File: src/rtl/ones_checksum_ctrl_if.sv
// Handshake and result bundle between a frame source and the ones'-complement checksum controller.
interface ones_checksum_ctrl_if #(
    parameter int unsigned LEN_W = 4
);
    localparam int unsigned WORD_W = 4;

    logic              start;
    logic [LEN_W-1:0]  len;
    logic              abort;
    logic              in_valid;
    logic [WORD_W-1:0] in_data;
    logic              in_ready;
    logic              busy;
    logic [WORD_W-1:0] sum_out;
    logic [WORD_W-1:0] chk_out;
    logic              done;
    logic              err;

    modport master (
        output start, len, abort, in_valid, in_data,
        input  in_ready, busy, sum_out, chk_out, done, err
    );

    modport slave (
        input  start, len, abort, in_valid, in_data,
        output in_ready, busy, sum_out, chk_out, done, err
    );
endinterface

File: src/rtl/ones_checksum_ctrl.sv
// Accumulates a framed stream of 4-bit words into a ones'-complement sum and reports sum and checksum.
module ones_checksum_ctrl #(
    parameter int unsigned LEN_W = 4
) (
    input  logic                clk,
    input  logic                reset_n,
    ones_checksum_ctrl_if.slave bus
);
    localparam int unsigned WORD_W = 4;

    typedef enum logic [1:0] {
        ST_IDLE  = 2'd0,
        ST_ACCUM = 2'd1,
        ST_DONE  = 2'd2
    } state_e;

    state_e            state_q, state_d;
    logic [WORD_W-1:0] acc_q, acc_d;
    logic [WORD_W-1:0] chk_q, chk_d;
    logic [LEN_W-1:0]  cnt_q, cnt_d;
    logic              in_ready_q, in_ready_d;
    logic              busy_q, busy_d;
    logic              done_q, done_d;
    logic              err_q, err_d;

    // End-around carry add; a second carry is impossible for 4-bit operands.
    function automatic logic [WORD_W-1:0] ones_add(input logic [WORD_W-1:0] a,
                                                   input logic [WORD_W-1:0] b);
        logic [WORD_W:0] s;
        s = {1'b0, a} + {1'b0, b};
        return s[WORD_W-1:0] + WORD_W'(s[WORD_W]);
    endfunction

    always_comb begin
        state_d = state_q;
        acc_d   = acc_q;
        cnt_d   = cnt_q;
        err_d   = 1'b0;
        case (state_q)
            ST_IDLE: begin
                if (bus.start) begin
                    acc_d = '0;
                    if (bus.len != '0) begin
                        cnt_d   = bus.len;
                        state_d = ST_ACCUM;
                    end else begin
                        state_d = ST_DONE;
                    end
                end
            end
            ST_ACCUM: begin
                // Abort takes priority; a word offered in the same cycle is dropped.
                if (bus.abort) begin
                    err_d   = 1'b1;
                    state_d = ST_IDLE;
                end else if (bus.in_valid) begin
                    acc_d = ones_add(acc_q, bus.in_data);
                    cnt_d = cnt_q - LEN_W'(1);
                    if (cnt_q == LEN_W'(1)) begin
                        state_d = ST_DONE;
                    end
                end
            end
            ST_DONE: begin
                state_d = ST_IDLE;
            end
            default: begin
                state_d = ST_IDLE;
            end
        endcase

        // Status outputs are decoded from the next state so they line up with it after the edge.
        in_ready_d = (state_d == ST_ACCUM);
        busy_d     = (state_d != ST_IDLE);
        done_d     = (state_d == ST_DONE);
        chk_d      = ~acc_d;
    end

    always_ff @(posedge clk or negedge reset_n) begin
        if (!reset_n) begin
            state_q    <= ST_IDLE;
            acc_q      <= '0;
            chk_q      <= '1;
            cnt_q      <= '0;
            in_ready_q <= 1'b0;
            busy_q     <= 1'b0;
            done_q     <= 1'b0;
            err_q      <= 1'b0;
        end else begin
            state_q    <= state_d;
            acc_q      <= acc_d;
            chk_q      <= chk_d;
            cnt_q      <= cnt_d;
            in_ready_q <= in_ready_d;
            busy_q     <= busy_d;
            done_q     <= done_d;
            err_q      <= err_d;
        end
    end

    assign bus.in_ready = in_ready_q;
    assign bus.busy     = busy_q;
    assign bus.sum_out  = acc_q;
    assign bus.chk_out  = chk_q;
    assign bus.done     = done_q;
    assign bus.err      = err_q;

endmodule

File: src/flat_wrapper.sv
// flat-port wrapper written by rule: the top's interface ports become plain ports
module ones_checksum_ctrl_flat 
#(
    parameter int unsigned LEN_W = 4
)
  (clk, reset_n, bus_start, bus_len, bus_abort, bus_in_valid, bus_in_data, bus_in_ready, bus_busy, bus_sum_out, bus_chk_out, bus_done, bus_err);
  ones_checksum_ctrl_if #(.LEN_W(LEN_W)) bus_i ();
  input  logic clk;
  input  logic reset_n;
  input wire logic [$bits(bus_i.start)-1:0] bus_start;
  input wire logic [$bits(bus_i.len)-1:0] bus_len;
  input wire logic [$bits(bus_i.abort)-1:0] bus_abort;
  input wire logic [$bits(bus_i.in_valid)-1:0] bus_in_valid;
  input wire logic [$bits(bus_i.in_data)-1:0] bus_in_data;
  output wire logic [$bits(bus_i.in_ready)-1:0] bus_in_ready;
  output wire logic [$bits(bus_i.busy)-1:0] bus_busy;
  output wire logic [$bits(bus_i.sum_out)-1:0] bus_sum_out;
  output wire logic [$bits(bus_i.chk_out)-1:0] bus_chk_out;
  output wire logic [$bits(bus_i.done)-1:0] bus_done;
  output wire logic [$bits(bus_i.err)-1:0] bus_err;
  assign bus_i.start = bus_start;
  assign bus_i.len = bus_len;
  assign bus_i.abort = bus_abort;
  assign bus_i.in_valid = bus_in_valid;
  assign bus_i.in_data = bus_in_data;
  assign bus_in_ready = bus_i.in_ready;
  assign bus_busy = bus_i.busy;
  assign bus_sum_out = bus_i.sum_out;
  assign bus_chk_out = bus_i.chk_out;
  assign bus_done = bus_i.done;
  assign bus_err = bus_i.err;
  ones_checksum_ctrl #(.LEN_W(LEN_W)) u_core (.clk(clk), .reset_n(reset_n), .bus(bus_i));
endmodule
File: config.mk
export PLATFORM = sky130hd
export DESIGN_NAME = ones_checksum_ctrl_flat
export DESIGN_NICKNAME = d
export VERILOG_FILES = /design/src/rtl/ones_checksum_ctrl_if.sv /design/src/rtl/ones_checksum_ctrl.sv /design/src/flat_wrapper.sv
export SDC_FILE = /design/constraint.sdc
export NUM_CORES = 1
export LEC_CHECK = 0
export ABC_AREA = 1
export CAP_MARGIN = 30
export CORE_MARGIN = 1
export CORE_UTILIZATION = 40
export DETAILED_ROUTE_END_ITERATION = 6
export PLACE_DENSITY = 0.67
export REMOVE_ABC_BUFFERS = 1
export SETUP_SLACK_MARGIN = 0.4
export SLEW_MARGIN = 20
export SYNTH_ARGS = -nofsm -noshare
export SYNTH_HDL_FRONTEND = slang
export SYNTH_SLANG_ARGS = --single-unit
File: constraint.sdc
create_clock -name clk -period 2.8 [get_ports clk]
set_input_delay 0.56 -clock clk [delete_from_list [all_inputs] [get_ports clk]]
set_output_delay 0.56 -clock clk [all_outputs]
set_load 0.02 [all_outputs]
==> impl_metrics.json <==
{
  "p_int_mw": 0.727,
  "die-area_um2": 2830,
  "crit_arrival_ns": 2.47,
  "detail_route.vias_per_cell": 4.85,
  "die_w_um": 53.2,
  "syn_area_per_cell_um2": 8.33,
  "setup_slack_ns": 0.567,
  "grt_use_total_pct": 16.8,
  "ctsResizeCount": 0,
  "regArea_um2": 455,
  "dpl_worst_slack_ns": 0.134,
  "final_max_slew_viol_count": 0,
  "nNetsFinal": 177,
  "yosys_warnings": 0,
  "finalCritPeriodShare_pct": 79.7,
  "cts-root-buf": "clkbuf_4",
  "multi_input_area_um2": 518,
  "rr_worst_depth": 14,
  "finalCriticalPeriod_ns": 2.23,
  "dieHeight_um": 53.2,
  "tightest_slew_ns": 0.775,
  "whs_path_depth": 2,
  "syn-cell-area_um2": 1050,
  "hold_slack_ns": 0.601,
  "yosys.cell_types.count": 21,
  "final_area_um2": 1400,
  "crit_type": "in -> reg",
  "cts_sinks": 18,
  "cp-start-kind": "input pin",
  "rsz0062_at_grt": "no",
  "numPortBuffers": 24,
  "synth_seq_area_share_pct": 43.4,
  "post_cts_buffers": 0,
  "first_iter_violations": 23,
  "start_util_pct": 42.4,
  "finalHoldViolCount": 0,
  "crit_fanout": 2,
  "powerDensity_nw_per_um2": 881,
  "critical_path.cell_chain": "clkdlybuf4s50_1, inv_1, fa_2, inv_2, a21oi_1, o21bai_1, ha_2, nand2_2, nand3b_1, nand3_1, nand2_1, nand2_1, nand2_1, nand2_1",
  "switching_power_mw": 0.509,
  "core_um2": 2480,
  "drtPass1Iterations": 4,
  "tns_ns": 0,
  "wirelength_um": 2060,
  "grt_max_degree": 19,
  "vias": 893,
  "pin_count": 25,
  "clk_pin_slew_ns": 0.10,
  "synthCells": 126,
  "worstPathRequired_ns": 3.03,
  "worstSkewPairLatency_ns": 0.29,
  "antenna_found_initial": 0,
  "cts_buffer_depth": 2,
  "cts_tree": "done",
  "placed_area_um2": 1330,
  "max-slew-margin-rel_pct": 48.2,
  "grt_pass1_wl_um": 3390,
  "sw_frac_of_total_pct": 41.2,
  "num_rows": 18,
  "setup_violations": 0,
  "power.total_mw": 1.24,
  "clkPwrFrac_pct": 12.8,
  "status": "completed",
  "cts_buffers": 3,
  "ant_nets": 0,
  "drc_errors": 0,
  "grt_pass1_vias": 832,
  "max_freq_mhz": 448,
  "power_leakage_nw": 0.696,
  "yosys_register_bits": 18,
  "hold_class": "reg -> reg",
  "diodes": 0,
  "seqPwrFrac_pct": 33.3,
  "pwr-share-comb_pct": 53.9,
  "gp_congestion": 0.815,
  "syn2layout_area_growth_pct": 33.6,
  "worst_setup_path_end_kind": "flop",
  "finClkSkew_ns": 0.00251,
  "drive_above_1_share_pct": 13.6,
  "wl_per_cell_um": 11.2,
  "slowest_stage": "clkdlybuf4s50_1",
  "fillers": 245,
  "maxCapViolations": 0,
  "max_stage_delay_ns": 0.48,
  "cts_htree_levels": 1,
  "max-vdd-ir-drop_mv": 0.479,
  "cts-hold-fix-buffers": 0,
  "crit_path_frequent_cell": "nand2_1",
  "gr-total-overflow": 0,
  "dp_hpwl_um": 1570
}
==> final timing paths <==
check                                  endpoint                   from  slack (ns)
worst max-delay path                       flop         bus_in_data[1]        0.57
worst min-delay path            u_core.cnt_q[3]        u_core.cnt_q[3]        0.60
worst max register to register             flop  u_core.bus.sum_out[0]        0.72
worst min register to register  u_core.cnt_q[3]        u_core.cnt_q[3]        0.60
max in group asynchronous             async pin                reset_n        1.60
min in group asynchronous             async pin                reset_n        0.71
==> logic make-up after synthesis <==
| family | after synthesis | share of synthesized area [%] |
|---|---|---|
| flip-flops | 18 | 43.4 |
| AO/OA/AOI/OAI | 18 | 10.7 |
| adder cells (fa/ha/maj) | 9 | 11.4 |
| AND/OR/NAND/NOR | 50 | 22.9 |
| buffers and inverters | 30 | 10.7 |
| XOR/XNOR | 1 | 0.834 |
==> cell type report <==
type                    instances  share of cell area, %
flip-flops and latches         18                   32.5
inverters                      30                   8.03
multi-input cells              78                   36.9
well taps                      30                   2.68
repair buffers                 24                   17.3
clock buffers                   4                   2.59
==> critical path: cells and delay by family <==
family | cells | cell delay (ns)
buf+inv | 3 | 0.61
fa+ha+maj | 2 | 0.58
compound gates | 2 | 0.21
simple gates | 7 | 0.51
==> Yosys cell counts <==
master	n	area share (%)
or2_2	1	0.60
o22ai_1	3	1.8
dfrtp_1	14	33
nor2_1	9	3.2
inv_1	30	11
xor2_1	1	0.83
nor2_8	1	1.9
nor3_1	1	0.48
dfstp_2	4	10
nand2_1	21	7.5
a21oi_1	4	1.9
nand2_4	1	1.1
ha_1	8	9.5
a21oi_4	1	1.5
o21ai_0	7	3.3
nand3b_1	1	0.72
o211ai_1	2	1.4
fa_1	1	1.9
nand4_1	2	1.2
o21bai_1	1	0.72
nand3_1	13	6.2
==> power groups by stage <==
stage | registers, mW | logic (mW) | clock network (mW)
detailed placement | 0.420 | 0.623 | 0
CTS | 0.414 | 0.627 | 0.163
floorplan | 0.486 | 0.341 | 0
finish | 0.412 | 0.667 | 0.158
global placement | 0.416 | 0.614 | 0
global route | 0.422 | 0.751 | 0.170
==> metrics by stage <==
stage | std cells | utilization [%]
finish | 184 | 56.6
global route | 184 | 56.6
CTS | 184 | 55.1
detailed placement | 180 | 53.6
global placement | 180 | 53.6
floorplan | 126 | -
==> metal layers <==
layer / vias to the layer above / global-route usage, % / part of all wire, %
met5: - / 0 / 0
met4: 0 / 12.3 / 1.8
met3: 4 / 3.16 / 3.1
met2: 18 / 24.0 / 46
met1: 411 / 22.2 / 49
li1: 460 / - / -
==> placed cells by master, fill, tap and decap left out <==
cell type / instances
o21bai_1: 1
ha_1: 5
nor3_1: 1
ha_2: 2
a21oi_1: 4
dfrtp_1: 14
ha_4: 1
nor2_1: 9
clkbuf_8: 1
nand2_2: 1
fa_2: 1
nand4_1: 2
o22ai_1: 2
a21oi_4: 1
nor2_8: 1
o21ai_0: 7
or2_2: 1
nand2_1: 20
nand3b_1: 1
clkbuf_4: 3
nand3_1: 13
inv_2: 2
dlymetal6s2s_1: 1
xor2_2: 1
nand2_4: 1
clkdlybuf4s50_1: 23
o22ai_2: 1
dfstp_2: 4
inv_1: 28
o211ai_1: 2
Power figures use the tool's default switching activity.
